File: src/rtl/cgp_eval_pkg.sv
// Shared types, sizes and helpers for the CGP truth-table evaluation flow.
package cgp_eval_pkg;

   localparam int unsigned NUM_IN  = 7;
   localparam int unsigned NUM_OUT = 2;
   localparam int unsigned NUM_VEC = 2 ** NUM_IN;
   localparam int unsigned ERR_W   = NUM_IN + $clog2(NUM_OUT) + 1;
   localparam int unsigned POP_W   = $clog2(NUM_OUT + 1);

   typedef enum logic [1:0] {
      IDLE  = 2'd0,
      SWEEP = 2'd1,
      DONE  = 2'd2
   } state_e;

   function automatic logic [POP_W-1:0] popcount(input logic [NUM_OUT-1:0] v);
      logic [POP_W-1:0] cnt;
      cnt = '0;
      for (int i = 0; i < int'(NUM_OUT); i++) begin
         cnt = cnt + POP_W'(v[i]);
      end
      return cnt;
   endfunction

endpackage

File: src/rtl/tt_mismatch_acc.sv
// Per-vector output comparison: Hamming-distance accumulation and first-failure capture.
module tt_mismatch_acc
   import cgp_eval_pkg::*;
(
   input  logic               clk,
   input  logic               rst,
   input  logic               clr_i,
   input  logic               en_i,
   input  logic [NUM_IN-1:0]  pi_vec_i,
   input  logic [NUM_OUT-1:0] cand_po_i,
   input  logic [NUM_OUT-1:0] gold_po_i,
   output logic               mismatch_c,
   output logic [ERR_W-1:0]   err_count_o,
   output logic               fail_seen_o,
   output logic [NUM_IN-1:0]  first_fail_vec_o
);

   logic [NUM_OUT-1:0] diff_c;
   logic [ERR_W-1:0]   err_q, err_d;
   logic               fail_q, fail_d;
   logic [NUM_IN-1:0]  ffv_q, ffv_d;

   assign diff_c     = cand_po_i ^ gold_po_i;
   assign mismatch_c = |diff_c;

   // Clear has priority; otherwise accumulate only while the sweeper enables us.
   always_comb begin
      err_d  = err_q;
      fail_d = fail_q;
      ffv_d  = ffv_q;
      if (clr_i) begin
         err_d  = '0;
         fail_d = 1'b0;
         ffv_d  = '0;
      end else if (en_i) begin
         err_d = err_q + ERR_W'(popcount(diff_c));
         if (mismatch_c && !fail_q) begin
            fail_d = 1'b1;
            ffv_d  = pi_vec_i;
         end
      end
   end

   always_ff @(posedge clk or posedge rst) begin
      if (rst) begin
         err_q  <= '0;
         fail_q <= 1'b0;
         ffv_q  <= '0;
      end else begin
         err_q  <= err_d;
         fail_q <= fail_d;
         ffv_q  <= ffv_d;
      end
   end

   assign err_count_o      = err_q;
   assign fail_seen_o      = fail_q;
   assign first_fail_vec_o = ffv_q;

endmodule

File: src/rtl/tt_fitness_sweeper.sv
// Exhaustive truth-table sweeper: walks every input vector and scores the candidate against golden.
module tt_fitness_sweeper
   import cgp_eval_pkg::*;
(
   input  logic               clk,
   input  logic               rst,
   input  logic               start,
   input  logic               abort,
   output logic [NUM_IN-1:0]  pi_vec,
   input  logic [NUM_OUT-1:0] cand_po,
   input  logic [NUM_OUT-1:0] gold_po,
   output logic               busy,
   output logic               done,
   output logic [ERR_W-1:0]   err_count,
   output logic               perfect,
   output logic               fail_seen,
   output logic [NUM_IN-1:0]  first_fail_vec
);

   localparam logic [NUM_IN-1:0] PI_LAST = NUM_IN'(NUM_VEC - 1);

   state_e            state_q;
   logic [NUM_IN-1:0] pi_vec_q;
   logic              busy_q;
   logic              done_q;
   logic              perfect_q;

   logic acc_clr_c;
   logic acc_en_c;
   logic mismatch_c;
   logic fail_seen_c;

   assign acc_clr_c = (state_q == IDLE) && start && !abort;
   assign acc_en_c  = (state_q == SWEEP) && !abort;

   tt_mismatch_acc u_acc (
      .clk              (clk),
      .rst              (rst),
      .clr_i            (acc_clr_c),
      .en_i             (acc_en_c),
      .pi_vec_i         (pi_vec_q),
      .cand_po_i        (cand_po),
      .gold_po_i        (gold_po),
      .mismatch_c       (mismatch_c),
      .err_count_o      (err_count),
      .fail_seen_o      (fail_seen_c),
      .first_fail_vec_o (first_fail_vec)
   );

   // perfect is resolved on the last SWEEP edge so it already counts the final vector.
   always_ff @(posedge clk or posedge rst) begin
      if (rst) begin
         state_q   <= IDLE;
         pi_vec_q  <= '0;
         busy_q    <= 1'b0;
         done_q    <= 1'b0;
         perfect_q <= 1'b0;
      end else begin
         case (state_q)
            IDLE: begin
               done_q <= 1'b0;
               if (start && !abort) begin
                  state_q   <= SWEEP;
                  pi_vec_q  <= '0;
                  busy_q    <= 1'b1;
                  perfect_q <= 1'b0;
               end
            end
            SWEEP: begin
               if (abort) begin
                  state_q <= IDLE;
                  busy_q  <= 1'b0;
               end else if (pi_vec_q == PI_LAST) begin
                  state_q   <= DONE;
                  busy_q    <= 1'b0;
                  done_q    <= 1'b1;
                  perfect_q <= !(fail_seen_c || mismatch_c);
               end else begin
                  pi_vec_q <= pi_vec_q + NUM_IN'(1);
               end
            end
            DONE: begin
               state_q <= IDLE;
               done_q  <= 1'b0;
            end
            default: begin
               state_q <= IDLE;
               busy_q  <= 1'b0;
               done_q  <= 1'b0;
            end
         endcase
      end
   end

   assign pi_vec    = pi_vec_q;
   assign busy      = busy_q;
   assign done      = done_q;
   assign perfect   = perfect_q;
   assign fail_seen = fail_seen_c;

endmodule

File: config.mk
export PLATFORM = sky130hd
export DESIGN_NAME = tt_fitness_sweeper
export DESIGN_NICKNAME = d
export VERILOG_FILES = /design/src/rtl/cgp_eval_pkg.sv /design/src/rtl/tt_mismatch_acc.sv /design/src/rtl/tt_fitness_sweeper.sv
export SDC_FILE = /design/constraint.sdc
export NUM_CORES = 1
export LEC_CHECK = 0
export BUFFER_PORTS_ARGS = -buffer_cell sky130_fd_sc_hd__buf_2
export CAP_MARGIN = 20
export CORE_MARGIN = 10
export CORE_UTILIZATION = 52
export CTS_CLUSTER_DIAMETER = 40
export DETAILED_ROUTE_END_ITERATION = 10
export GPL_TIMING_DRIVEN = 0
export PLACE_DENSITY = 0.9
export SLEW_MARGIN = 5
export SYNTH_ARGS = -nofsm -noshare
export SYNTH_HDL_FRONTEND = slang
export SYNTH_SLANG_ARGS = --single-unit
export TNS_END_PERCENT = 30
File: constraint.sdc
create_clock -name clk -period 1.84 [get_ports clk]
set_input_delay 0.184 -clock clk [delete_from_list [all_inputs] [get_ports clk]]
set_output_delay 0.184 -clock clk [all_outputs]
set_load 0.03 [all_outputs]
Yosys cells after proc, flatten, opt, wreduce, memory -nomap -nowiden
Cells that the tools add are included.
Widths: inputs -> output; s select.
{"block": "word_totals", "ff_bits": 29, "latchBits": 0, "ramBits": 0, "romBits": 0, "in_bits": 8, "output_inout_bits": 27, "wordCells": 68, "n_memories": 0}
{"block": "classes", "addsub": 3, "n_mul": 0, "n_div": 0, "magnitude_cmp": 0, "eq_ne": 8, "shift": 0, "mux": 27, "n_bitwise": 2, "n_reduce_logical": 20}
{"op": "$mux 7", "n": 6}
{"op": "$mux 9", "n": 2}
{"op": "$pmux 7 s2", "n": 1}
{"op": "$mux 1", "n": 12}
{"op": "$add 9x2->9", "n": 1}
{"op": "$reduce_and 4->1", "n": 2}
{"op": "$add 7x1->7 const B", "n": 1}
{"op": "$eq 7x7->1 const B", "n": 1}
{"op": "$mux 2", "n": 3}
{"op": "$reduce_and 2->1", "n": 3}
{"op": "$reduce_bool 2->1", "n": 3}
{"op": "$logic_and 1x1->1", "n": 5}
{"op": "$ne 2x1->1 const B", "n": 2}
{"op": "$ne 2x2->1 const B", "n": 2}
{"op": "$pmux 2 s2", "n": 1}
{"op": "$logic_not 1->1", "n": 3}
{"op": "$ne 3x2->1 const B", "n": 1}
{"op": "$pmux 1 s3", "n": 1}
{"op": "$reduce_and 3->1", "n": 1}
{"op": "$add 1x1->2", "n": 1}
{"op": "$eq 2x1->1 const B", "n": 1}
{"op": "$eq 2x2->1 const B", "n": 1}
{"op": "$logic_not 2->1", "n": 1}
{"op": "$pmux 1 s2", "n": 1}
{"op": "4 further kinds", "n": 4}

Logic depth before layout (Yosys ltp)
Gate-level depths: netlist (run 1).
{"block": "depth", "ltp_word": 7, "depth_mapped": 8}

By module
From an unflattened synthesis (run 1), not the netlist that was laid out.
{"block": "hier_totals", "cells_unflattened": 143, "hier_area_um2": 1467.7}
{"module": "tt_mismatch_acc", "n_inst": 1, "cells_per_inst": 82, "area_each_um2": 870.8}
{"module": "tt_fitness_sweeper", "n_inst": 1, "cells_per_inst": 61, "area_each_um2": 596.8}

Worst setup path before layout (run 1)
OpenSTA, ideal clock, no wires.
{"block": "synth_timing", "kind": "register -> register", "start": "register u_acc.err_q[0], in the netlist u_acc.err_count_o[0]", "end": "register u_acc.err_q[4], in the netlist u_acc.err_count_o[4]", "setup_ns": 0.077, "arrival_ns": 1.862, "path_slack_ns": -0.099, "path_stages_with_launch": 8, "period_less_slack_ns": 1.939, "cell_sequence": "dfrtp_1 inv_1 fa_1 inv_1 ha_1 nand3_1 or3_1 a21oi_1"}
{"block": "synth_between", "elab_chain_cells": 3}
{"item": "from (decl)", "line": "tt_mismatch_acc.sv:19", "source": "logic [ERR_W-1:0] err_q, err_d;"}
{"item": "from (signal assigned)", "line": "tt_mismatch_acc.sv:50", "source": "err_q <= err_d;"}
{"item": "$add 9x2->9", "line": "tt_mismatch_acc.sv:36", "source": "err_d = err_q + ERR_W'(popcount(diff_c));"}
{"item": "$mux 9", "line": "tt_mismatch_acc.sv:35", "source": "end else if (en_i) begin"}
{"item": "$mux 9", "line": "tt_mismatch_acc.sv:31", "source": "if (clr_i) begin"}
No other way between the ends. The select of a mux whose other input is x is not followed.
A chain may end at the register's enable or synchronous reset.

Worst setup path after layout (run 1)
Same ends and word-level chain as after synthesis.

==> results of run 1 <==
-- layer usage --
metal / routed length, µm / GRT usage, %
met4: 99 / 6.882
met2: 1754 / 23.42
met5: 0 / 0
met1: 1348 / 15.11
met3: 302 / 6.803
-- cell type report --
class / count / area, µm² / area share (%)
flip-flops and latches: 29 / 726.9 / 41.53
clock buffers: 7 / 55.05 / 3.145
inverters: 5 / 18.77 / 1.072
multi-input cells: 102 / 683.2 / 39.03
well taps: 30 / 37.54 / 2.144
plain buffers: 4 / 33.78 / 1.930
repair buffers: 36 / 195.2 / 11.15
-- registers in the layout, indices dropped and copies added, names as in the netlist --
name,flops
u_acc.err_count_o,9
perfect,1
u_acc.first_fail_vec_o,7
u_acc.fail_seen_o,1
pi_vec,7
busy,1
done,1
state_q,2
-- placed cells by master, fill, tap and decap left out, drive strengths merged --
cell         count
buf             38
dfrtp           29
nand2           22
o21ai           15
nor2            10
clkbuf           8
a21oi            7
xnor2            6
inv              5
nor3             5
nand4            3
a22o             2
nand3b           2
and4             2
o21a             2
a31oi            2
and3             2
a32o             2
or3              2
nand3            2
ha               2
mux2i            1
or3b             1
nor4b            1
a211oi           1
and2             1
or2b             1
o41ai            1
a21o             1
nor2b            1
a41oi            1
o31ai            1
a21boi           1
o22ai            1
fa               1
dlygate4sd3      1
-- stage by stage --
stage / setup TNS (ps) / std cells / hold WS [ps] / worst slack, ps
after floorplan: 0 / 140 / 262.0 / 15.78
after global placement: -0.7508 / 204 / 473.8 / -0.7508
after detailed placement: -364.6 / 204 / 481.2 / -153.2
after CTS: 0 / 211 / 129.4 / 2.104
after global routing: 0 / 213 / 250.1 / 22.42
final: 0 / 213 / 235.4 / 127.6
-- where the power goes --
group | total, mW | internal (mW) | switching (mW)
clock network | 0.389 | 0.180 | 0.209
logic | 0.347 | 0.125 | 0.222
registers | 0.742 | 0.683 | 0.0585
-- critical path: stages, from the launching register on --
cell and delay, ps:
sky130_fd_sc_hd__dfrtp_2 360, sky130_fd_sc_hd__inv_1 70, sky130_fd_sc_hd__fa_2 370, sky130_fd_sc_hd__inv_1 100, sky130_fd_sc_hd__ha_4 160, sky130_fd_sc_hd__nand3_4 90
sky130_fd_sc_hd__or3_4 340, sky130_fd_sc_hd__a21oi_2 150
-- cells by family (layout without fill, tap and decap cells) --
family	Yosys count	in the layout
DFF	29	29
xor gates and xnor gates	6	6
and+or+nand+nor	55	55
muxes	1	1
AOI/OAI and AO/OA	37	37
adders and majority gates	3	3
buffers and inverters	9	52
-- repair_timing --
item	CTS	global route
setup endpoints to repair	2	4
gates cloned	0	0
hold buffers	0	1
pin swaps	1	1
gates resized for setup	1	5
endpoints found under the hold margin	0	15
-- final timing paths --
| kind | start | to | slack [ps] | cells after the start |
|---|---|---|---|---|
| max in group asynchronous | rst | u_acc.err_count_o[0] | 850 | 4 |
| hold / removal | abort | done | 240 | 3 |
| hold reg to reg | done | done | 500 | 1 |
| setup reg to reg | u_acc.err_count_o[0] | u_acc.err_count_o[4] | 130 | 7 |
| min in group asynchronous | rst | u_acc.first_fail_vec_o[3] | 470 | 3 |
| setup / recovery | u_acc.err_count_o[0] | u_acc.err_count_o[4] | 130 | 7 |
==> insert_results.sql, run 1 <==
INSERT INTO impl_metrics (metric_group, metric, value, unit) VALUES
('power_and_ir_drop', 'finalPower', '1.478', 'mW'),
('route', 'detail-route-antenna-nets', '0', ''),
('clock_network', 'htree_num_levels', '2', ''),
('route', 'routed-via-count', '1229', ''),
('grt', 'grt_remaining_overflow', '0', ''),
('synthesis', 'post-synth-top-area-cell', 'sky130_fd_sc_hd__dfrtp_1', ''),
('power_and_ir_drop', 'p_leak', '0.8379', 'nW'),
('floorplanning', 'core', '0.002545', 'mm²'),
('synthesis', 'yosys_warnings', '0', ''),
('place', 'gp_congestion', '0.8309', ''),
('timing', 'report.final.setup_viol', '0', ''),
('route', 'vias_per_cell', '5.770', ''),
('synthesis', 'area_of_the_mapped_netlist', '0.001425', 'mm²'),
('route', 'drt-total-wl', '3505', 'µm'),
('synthesis', 'synth.mux.area_fraction', '0.7024', '%'),
('synthesis', 'synth_area_in_compound_gates', '16.94', '%'),
('critical_path', 'crit_path_start_kind', 'register', ''),
('run_status', 'status', 'completed', ''),
('place', 'dp_hpwl', '2623', 'µm'),
('timing', 'timing_hold_violations_final', '0', ''),
('place', 'postPlaceCellArea', '0.001639', 'mm²'),
('route', 'detail_route.first_pass.iterations', '4', ''),
('timing', 'max_freq', '584.0', 'MHz'),
('critical_path', 'critical_path_arrival', '1970', 'ps'),
('min_path', 'hold_path.class', 'in -> reg', ''),
('grt', 'grt_usage', '14.30', '%'),
('synthesis', 'synth_nets', '151', ''),
('power_and_ir_drop', 'power-per-cell-area', '844.4', 'mW/mm²'),
('floorplanning', 'rows', '18', ''),
('timing', 'period_minus_slack', '1712', 'ps'),
('synthesis', 'synth.top_cell.area_share', '50.92', '%'),
('synthesis', 'post_synth.cell_area_avg', '10.18', 'µm²'),
('final_layout', 'layout-area-overhead-vs-synth', '22.83', '%'),
('synthesis', 'synth_enable_flop_cells', '0', ''),
('timing', 'worst_slew_pin_slew', '905.1', 'ps'),
('synthesis', 'synth_simple_gate_area_share', '20.90', '%'),
('clock_network', 'cts_buffer_count', '5', ''),
('power_and_ir_drop', 'power.ir.vdd_worst', '0.0005475', 'V'),
('grt', 'global_route_wire_length_before_repair', '5885', 'µm'),
('synthesis', 'synth_async_sr_flop_share', '100.0', '%'),
('synthesis', 'synthCells', '140', ''),
('clock_network', 'clk_root_buffer_cell', 'sky130_fd_sc_hd__clkbuf_4', ''),
('synthesis', 'synth.yosys.seq_area_share', '50.92', '%'),
('clock_network', 'worst_skew_pair.late_latency', '330', 'ps'),
('synthesis', 'synth_top_family_by_area', 'simple AND/OR/NAND/NOR gates', ''),
('timing', 'drv_slew', '0', ''),
('synthesis', 'post_synth_num_cell_types', '38', ''),
('timing', 'finClkSkew', '2.425', 'ps'),
('floorplanning', 'die_outline_height', '72.35', 'µm'),
('timing', 'timing.slew.headroom', '39.50', '%'),
('clock_network', 'tritoncts_clock_tree', 'done', ''),
('floorplanning', 'design.portCount', '35', ''),
('place', 'place.port_buffers', '34', ''),
('timing', 'grt_setup_unrepaired', 'no', ''),
('grt', 'grt_max_degree', '30', ''),
('floorplanning', 'initial_core_util', '56.00', '%'),
('synthesis', 'yosys.area_share.xor_xnor', '3.687', '%'),
('critical_path', 'timing.critical_path.required', '2100', 'ps'),
('clock_network', 'clock_path_buffers', '2', ''),
('critical_path', 'criticalPathCategory', 'reg -> reg', ''),
('timing', 'layout_worst_path_cycle_share', '93.07', '%'),
('grt', 'antenna_violations_before_repair', '0', ''),
('floorplanning', 'floorplan.die_area', '0.005235', 'mm²'),
('clock_network', 'cts_setup_buffers', '0', ''),
('grt', 'grt_pass1_vias', '1226', ''),
('route', 'detailedRoute.firstIterationViolations', '89', ''),
('final_layout', 'final_core_utilization', '68.78', '%'),
('final_layout', 'final_layout_size_suffix_gt1_share', '31.15', '%'),
('synthesis', 'yosys_most_used_dff', 'sky130_fd_sc_hd__dfrtp_1', ''),
('job', 'maxCapViolCount', '0', ''),
('clock_network', 'tritoncts_num_sinks', '29', '');
Power figures use the tool's default switching activity.
==> run 2, diff against run 1 <==
--- a/config.mk
+++ b/config.mk
@@ -16,5 +16,6 @@
 export SLEW_MARGIN = 5
 export SYNTH_ARGS = -nofsm -noshare
 export SYNTH_HDL_FRONTEND = slang
+export SYNTH_HIERARCHICAL = 1
 export SYNTH_SLANG_ARGS = --single-unit
 export TNS_END_PERCENT = 30
==> run 2 against run 1 <==
Global-route usage decreased by 0.87 points. Power is 11% higher. Register-to-register slack worse by 30 ps. Critical path type unchanged. Largest cell class is now multi-input combinational cells. Largest power group unchanged.
==> insert_results.sql, run 2 <==
INSERT INTO impl_metrics (metric_group, metric, value, unit) VALUES
('run_status', 'status', 'completed', ''),
('clock_network', 'clock_path_buffers', '2', ''),
('timing', 'worst_slew_pin_slew', '634.5', 'ps'),
('timing', 'finalHoldWorstSlack', '186.0', 'ps'),
('floorplanning', 'design.portCount', '35', ''),
('synthesis', 'synthesis_stage_register_bit_count', '29', ''),
('final_layout', 'antennaDiodeCount', '0', ''),
('timing', 'finClkSkew', '15.06', 'ps'),
('synthesis', 'yosys.area_share.xor_xnor', '2.984', '%'),
('clock_network', 'worst_skew_pair.late_latency', '340', 'ps'),
('clock_network', 'tritoncts_num_sinks', '29', ''),
('critical_path', 'critical_path.endpoint_type', 'register', ''),
('synthesis', 'synth_nets', '154', ''),
('grt', 'grt_pass1_vias', '1301', ''),
('clock_network', 'tritoncts_clock_tree', 'done', ''),
('synthesis', 'synth.cells.most_frequent', '29 x sky130_fd_sc_hd__dfrtp_1, 15 x sky130_fd_sc_hd__nand2b_1, 12 x sky130_fd_sc_hd__nor2_1, 10 x sky130_fd_sc_hd__mux2i_1, 9 x sky130_fd_sc_hd__a21oi_1', ''),
('route', 'detailedRoute.firstIterationViolations', '54', ''),
('floorplanning', 'core', '0.002734', 'mm²'),
('min_path', 'min_to', 'state_q[1]', ''),
('route', 'detail-route-antenna-nets', '0', ''),
('final_layout', 'post-route-cell-area', '0.001848', 'mm²'),
('critical_path', 'critical_path_arrival', '2010', 'ps'),
('synthesis', 'post-synth-top-area-cell', 'sky130_fd_sc_hd__dfrtp_1', ''),
('synthesis', 'yosys_most_used_dff', 'sky130_fd_sc_hd__dfrtp_1', ''),
('grt', 'global_route_wire_length_before_repair', '5699', 'µm'),
('critical_path', 'r2r-start', 'state_q[1]', ''),
('critical_path', 'worstReg2RegEnd', 'u_acc/err_count_o[8]', ''),
('final_layout', 'mostFrequentLayoutCells', '35 x sky130_fd_sc_hd__buf_2, 27 x sky130_fd_sc_hd__dfrtp_1, 15 x sky130_fd_sc_hd__nand2b_1, 10 x sky130_fd_sc_hd__nor2_1, 10 x sky130_fd_sc_hd__mux2i_1', ''),
('power_and_ir_drop', 'power.ir.vdd_worst', '0.001125', 'V'),
('route', 'detail_route.first_pass.iterations', '4', ''),
('grt', 'grt_remaining_overflow', '0', ''),
('power_and_ir_drop', 'power-per-cell-area', '888.9', 'mW/mm²'),
('synthesis', 'synth.mux.area_fraction', '6.820', '%'),
('power_and_ir_drop', 'p_leak', '0.9046', 'nW'),
('synthesis', 'post_synth_num_cell_types', '38', ''),
('final_layout', 'layout.nets', '200', ''),
('synthesis', 'yosys_warnings', '6', ''),
('final_layout', 'layout-area-overhead-vs-synth', '25.92', '%'),
('grt', 'grt-busiest-layer', 'met2', ''),
('grt', 'grt_max_degree', '18', ''),
('final_layout', 'final_layout_size_suffix_gt1_share', '34.21', '%'),
('synthesis', 'synth.top_cell.area_share', '49.45', '%'),
('final_layout', 'layout.cells.most_common', 'sky130_fd_sc_hd__buf_2', ''),
('timing', 'timing_hold_violations_final', '0', ''),
('job', 'maxCapViolCount', '0', ''),
('critical_path', 'criticalPathCategory', 'reg -> reg', ''),
('clock_network', 'htree_num_levels', '2', ''),
('grt', 'groute.layer.met2.usage', '22.06', '%'),
('floorplanning', 'rows', '19', ''),
('route', 'drt-total-wl', '3569', 'µm'),
('route', 'detail_route.drc_violations', '0', ''),
('place', 'place.port_buffers', '34', ''),
('synthesis', 'post_synth.cell_area_avg', '10.26', 'µm²'),
('critical_path', 'crit_path_max_fanout', '9', ''),
('synthesis', 'area_of_the_mapped_netlist', '0.001468', 'mm²'),
('critical_path', 'crit_path_start_kind', 'register', ''),
('timing', 'drv_slew', '0', ''),
('min_path', 'min_delay_path_depth', '4', ''),
('route', 'vias_per_cell', '5.652', ''),
('grt', 'antenna_violations_before_repair', '0', ''),
('grt', 'global_route.usage.met3', '5.714', '%'),
('clock_network', 'cts_buffer_count', '5', ''),
('place', 'gp_congestion', '0.8613', ''),
('synthesis', 'synth_simple_gate_area_share', '20.46', '%'),
('route', 'wl_per_cell', '16.15', 'µm'),
('final_layout', 'largest_register_ffs', '9', ''),
('min_path', 'worstHoldStart', 'abort', ''),
('critical_path', 'timing.critical_path.required', '2100', 'ps'),
('grt', 'grt_usage', '13.43', '%'),
('floorplanning', 'floorplan.die_area', '0.005347', 'mm²'),
('timing', 'grt_setup_unrepaired', 'yes', ''),
('synthesis', 'synth.yosys.seq_area_share', '49.45', '%'),
('floorplanning', 'initial_core_util', '53.68', '%'),
('place', 'postPlaceCellArea', '0.001679', 'mm²'),
('clock_network', 'clk_root_buffer_cell', 'sky130_fd_sc_hd__clkbuf_4', ''),
('clock_network', 'worst_setup_hold_path_clk_slew', '110', 'ps'),
('synthesis', 'synthMostInstantiatedCell', 'sky130_fd_sc_hd__dfrtp_1', ''),
('timing', 'report.final.setup_viol', '0', ''),
('synthesis', 'synth_area_in_compound_gates', '13.81', '%'),
('timing', 'layout_worst_path_cycle_share', '94.88', '%'),
('final_layout', 'final.fill_count', '208', ''),
('grt', 'met1_usage', '14.02', '%'),
('synthesis', 'synth_fa_ha_area_share', '3.069', '%'),
('critical_path', 'reg2regPathDepth', '7', ''),
('floorplanning', 'floorplan_die_width', '73.13', 'µm'),
('critical_path', 'rrSetupSlack', '90', 'ps'),
('synthesis', 'synth_enable_flop_cells', '0', ''),
('timing', 'timing.slew.headroom', '57.65', '%'),
('place', 'dp_hpwl', '2569', 'µm'),
('floorplanning', 'die_outline_height', '73.13', 'µm'),
('synthesis', 'synth_async_sr_flop_share', '100.0', '%'),
('synthesis', 'synthCells', '143', ''),
('synthesis', 'synth_top_family_by_area', 'simple AND/OR/NAND/NOR gates', ''),
('min_path', 'hold_path.class', 'in -> reg', ''),
('timing', 'period_minus_slack', '1746', 'ps'),
('timing', 'max_freq', '572.8', 'MHz'),
('synthesis', 'synth_area_leaders', 'sky130_fd_sc_hd__dfrtp_1 49%, sky130_fd_sc_hd__mux2i_1 6.8%, sky130_fd_sc_hd__nand2b_1 6.4%', ''),
('route', 'routed-via-count', '1249', '');
run 2: layout make-up:
type | count | area [µm²] | share of cell area, %
multi-input cells | 104 | 729.5 | 39.47
plain buffers | 5 | 37.54 | 2.031
inverters | 5 | 18.77 | 1.016
flip-flops and latches | 29 | 728.2 | 39.40
repair buffers | 39 | 210.2 | 11.37
clock inverters | 1 | 30.03 | 1.625
well taps | 31 | 38.79 | 2.099
clock buffers | 7 | 55.05 | 2.979
run 2: per-layer routing:
metal	vias to the layer above	share of wire, %
met5	-	0
met4	0	0.90
met3	4	9.1
met2	48	51
met1	603	39
li1	594	-
run 2: cells by family (layout without fill, tap and decap cells):
kind of cell               after synthesis  in the layout
adders and majority gates                3              3
and+or+nand+nor                         56             56
AOI/OAI and AO/OA                       30             30
DFF                                     29             29
xor gates and xnor gates                 5              5
buffers and inverters                   10             57
muxes                                   10             10
run 2: how the worst max path moves through the flow:
stage / from / cells after the start / to / slack (ps)
after floorplan: u_acc/err_count_o[0] / 5 / u_acc/err_count_o[8] / 60
after global placement: state_q[1] / 6 / u_acc/err_count_o[0] / -210
after detailed placement: state_q[1] / 6 / u_acc/err_count_o[6] / -300
after CTS: state_q[1] / 7 / u_acc/err_count_o[7] / 20
after global routing: state_q[1] / 7 / u_acc/err_count_o[8] / -30
final: state_q[1] / 7 / u_acc/err_count_o[8] / 90
run 2: critical path: stages, from the launching register on:
cell and delay [ps]:
sky130_fd_sc_hd__dfrtp_1 440, sky130_fd_sc_hd__nor2_4 120, sky130_fd_sc_hd__nand2_2 90, sky130_fd_sc_hd__inv_2 100
sky130_fd_sc_hd__buf_6 140, sky130_fd_sc_hd__nand3_1 140, sky130_fd_sc_hd__or4_1 490, sky130_fd_sc_hd__a21oi_1 150
run 2: power breakdown:
| group | switching (mW) | internal [mW] |
|---|---|---|
| Combinational | 0.211 | 0.130 |
| Clock | 0.237 | 0.324 |
| Sequential | 0.0603 | 0.680 |
| Total | 0.508 | 1.13 |
run 2: metrics by stage:
stage               TNS [ps]  setup WS, ps  total power, mW  cells  util [%]
floorplan                  0         61.21           0.9554    143         -
global placement       -2009        -210.1            1.039    208     61.42
detailed placement     -2900        -303.9            1.054    208     61.42
CTS                        0         21.28            1.612    218     65.40
global route          -46.17        -28.87            1.721    221     67.60
finish                     0         94.21            1.643    221     67.60
run 2: timing repair:
item / in CTS / in global routing
pin swaps: 1 / 0
resized for setup: 4 / 10
setup buffers: 1 / 3
endpoints found under the hold margin: 29 / 0
endpoints found under the setup margin: 17 / 19
hold buffers: 1 / 0
==> run 3, diff against run 2 <==
--- a/config.mk
+++ b/config.mk
@@ -5,7 +5,7 @@
 export SDC_FILE = /design/constraint.sdc
 export NUM_CORES = 1
 export LEC_CHECK = 0
-export BUFFER_PORTS_ARGS = -buffer_cell sky130_fd_sc_hd__buf_2
+export BUFFER_PORTS_ARGS = -buffer_cell sky130_fd_sc_hd__clkbuf_2
 export CAP_MARGIN = 20
 export CORE_MARGIN = 10
 export CORE_UTILIZATION = 52
==> run 3 against run 2 <==
Final cell count decreased by 1.4%. Register-to-register slack barely moved. Maximum frequency fell by 0.72%. Hold slack better by 17 ps. Clock skew is 13 ps lower. Combinational power shrank 7.6%.
==> insert_results.sql, run 3 (synthesis gave the netlist of run 2 again) <==
INSERT INTO impl_metrics (metric_group, metric, value, unit) VALUES
('run_status', 'status', 'completed', ''),
('timing', 'finClkSkew', '1.833', 'ps'),
('floorplanning', 'initial_core_util', '53.68', '%'),
('route', 'vias_per_cell', '5.697', ''),
('clock_network', 'tritoncts_clock_tree', 'done', ''),
('timing', 'max_freq', '568.7', 'MHz'),
('timing', 'report.final.setup_viol', '0', ''),
('route', 'detail_route.first_pass.iterations', '6', ''),
('floorplanning', 'die_outline_height', '73.13', 'µm'),
('timing', 'period_minus_slack', '1758', 'ps'),
('job', 'maxCapViolCount', '0', ''),
('place', 'dp_hpwl', '2539', 'µm'),
('clock_network', 'clk_root_buffer_cell', 'sky130_fd_sc_hd__clkbuf_4', ''),
('place', 'place.port_buffers', '34', ''),
('floorplanning', 'core', '0.002734', 'mm²'),
('critical_path', 'timing.critical_path.required', '2050', 'ps'),
('floorplanning', 'floorplan_die_width', '73.13', 'µm'),
('route', 'detail-route-antenna-nets', '0', ''),
('place', 'postPlaceCellArea', '0.001679', 'mm²'),
('timing', 'timing.slew.headroom', '55.83', '%'),
('grt', 'global_route_wire_length_before_repair', '5382', 'µm'),
('timing', 'layout_worst_path_cycle_share', '95.57', '%'),
('power_and_ir_drop', 'power-per-cell-area', '825.7', 'mW/mm²'),
('critical_path', 'critical_path_arrival', '1970', 'ps'),
('min_path', 'hold_path.class', 'in -> reg', ''),
('final_layout', 'final_layout_size_suffix_gt1_share', '33.69', '%'),
('clock_network', 'cts_buffer_count', '5', ''),
('final_layout', 'largest_register_ffs', '9', ''),
('floorplanning', 'design.portCount', '35', ''),
('power_and_ir_drop', 'p_leak', '0.8670', 'nW'),
('place', 'post-place-cells', '208', ''),
('clock_network', 'clock_path_buffers', '2', ''),
('final_layout', 'antennaDiodeCount', '0', ''),
('final_layout', 'mostFrequentLayoutCells', '36 x sky130_fd_sc_hd__clkbuf_2, 27 x sky130_fd_sc_hd__dfrtp_1, 15 x sky130_fd_sc_hd__nand2b_1, 10 x sky130_fd_sc_hd__nor2_1, 10 x sky130_fd_sc_hd__mux2i_1', ''),
('critical_path', 'criticalPathCategory', 'reg -> reg', ''),
('route', 'drt-total-wl', '3387', 'µm'),
('grt', 'grt_max_degree', '18', ''),
('critical_path', 'crit_path_start_kind', 'register', ''),
('clock_network', 'tritoncts_num_sinks', '29', ''),
('final_layout', 'stdcell_count', '218', ''),
('route', 'detailedRoute.firstIterationViolations', '50', ''),
('timing', 'worst_slew_pin_slew', '661.8', 'ps'),
('timing', 'timing_hold_violations_final', '0', ''),
('clock_network', 'worst_setup_hold_path_clk_slew', '90', 'ps'),
('route', 'detail_route.drc_violations', '0', ''),
('timing', 'timing.final.ws_setup', '81.50', 'ps'),
('critical_path', 'critical_path.endpoint_type', 'register', ''),
('final_layout', 'layout-area-overhead-vs-synth', '22.85', '%'),
('floorplanning', 'rows', '19', ''),
('grt', 'grt_pass1_vias', '1234', ''),
('timing', 'final_tns_setup', '0', 'ps'),
('grt', 'grt_usage', '12.70', '%'),
('final_layout', 'post-route-cell-area', '0.001803', 'mm²'),
('clock_network', 'worst_skew_pair.late_latency', '320', 'ps'),
('final_layout', 'layout.cells.most_common', 'sky130_fd_sc_hd__clkbuf_2', ''),
('floorplanning', 'floorplan.die_area', '0.005347', 'mm²'),
('grt', 'antenna_violations_before_repair', '0', ''),
('timing', 'drv_slew', '0', ''),
('place', 'pre_cts_ws', '-320.4', 'ps'),
('final_layout', 'layout.nets', '197', ''),
('place', 'gp_congestion', '0.8794', ''),
('clock_network', 'htree_num_levels', '2', ''),
('grt', 'grt_remaining_overflow', '0', ''),
('route', 'wl_per_cell', '15.54', 'µm'),
('route', 'routed-via-count', '1242', ''),
('critical_path', 'crit_path_max_fanout', '9', ''),
('power_and_ir_drop', 'power.ir.vdd_worst', '0.0006741', 'V');
## run 3: area by class of cell
cell class / instances / area [µm²]
sequential: 29 / 728.2
timing repair buffer: 36 / 187.7
clock buffer: 7 / 65.06
multi-input combinational: 104 / 721.9
tap: 31 / 38.79
fill: 236 / 930.9
clock inverter: 1 / 5.005
inverter: 5 / 18.77
buffer: 5 / 37.54
## run 3: repair_timing
| action | CTS | global route |
|---|---|---|
| setup buffers | 1 | 0 |
| pin swaps | 1 | 1 |
| endpoints found under the setup margin | 17 | 12 |
| hold endpoints to repair | 29 | 0 |
| hold buffers | 1 | 0 |
| resized for setup | 4 | 9 |
## run 3: worst paths after layout
kind                       startpoint                        end  slack (ps)  cells after the start
setup / recovery            pi_vec[0]                       busy          80                      5
hold / removal                  abort                 state_q[1]         200                      4
setup reg to reg            pi_vec[0]                       busy          80                      5
hold reg to reg                  done                       done         510                      1
max in group asynchronous         rst  u_acc/first_fail_vec_o[2]         930                      3
min in group asynchronous         rst                    perfect         400                      3
## run 3: routing by layer
metal	vias to the layer above	global-route usage [%]	routed length, µm
met5	-	0	0
met4	0	6.962	38
met3	4	4.762	280
met2	47	21.11	1697
met1	600	13.51	1370
li1	591	-	-
## run 3: worst max-delay path, stage by stage (launching register included)
cell	delay (ps)
sky130_fd_sc_hd__dfrtp_2	430
sky130_fd_sc_hd__ha_2	270
sky130_fd_sc_hd__nand2_2	70
sky130_fd_sc_hd__or3_1	390
sky130_fd_sc_hd__buf_6	150
sky130_fd_sc_hd__a311o_1	340
## run 3: power by group
part	internal [mW]	switching, mW	leakage, nW	total [mW]
sequential	0.680	0.0599	0.391	0.740
clock	0.221	0.213	0.0413	0.434
combinational	0.111	0.204	0.434	0.315
## run 3: metrics by stage
step                      hold WS, ps  utilization (%)  total power [mW]
after detailed placement        207.6            61.42             1.055
after global placement          198.2            61.42             1.039
after global routing            205.1            65.95             1.570
after floorplan                 48.56                -            0.9554
final                           203.5            65.95             1.489
after CTS                       212.9            64.85             1.492
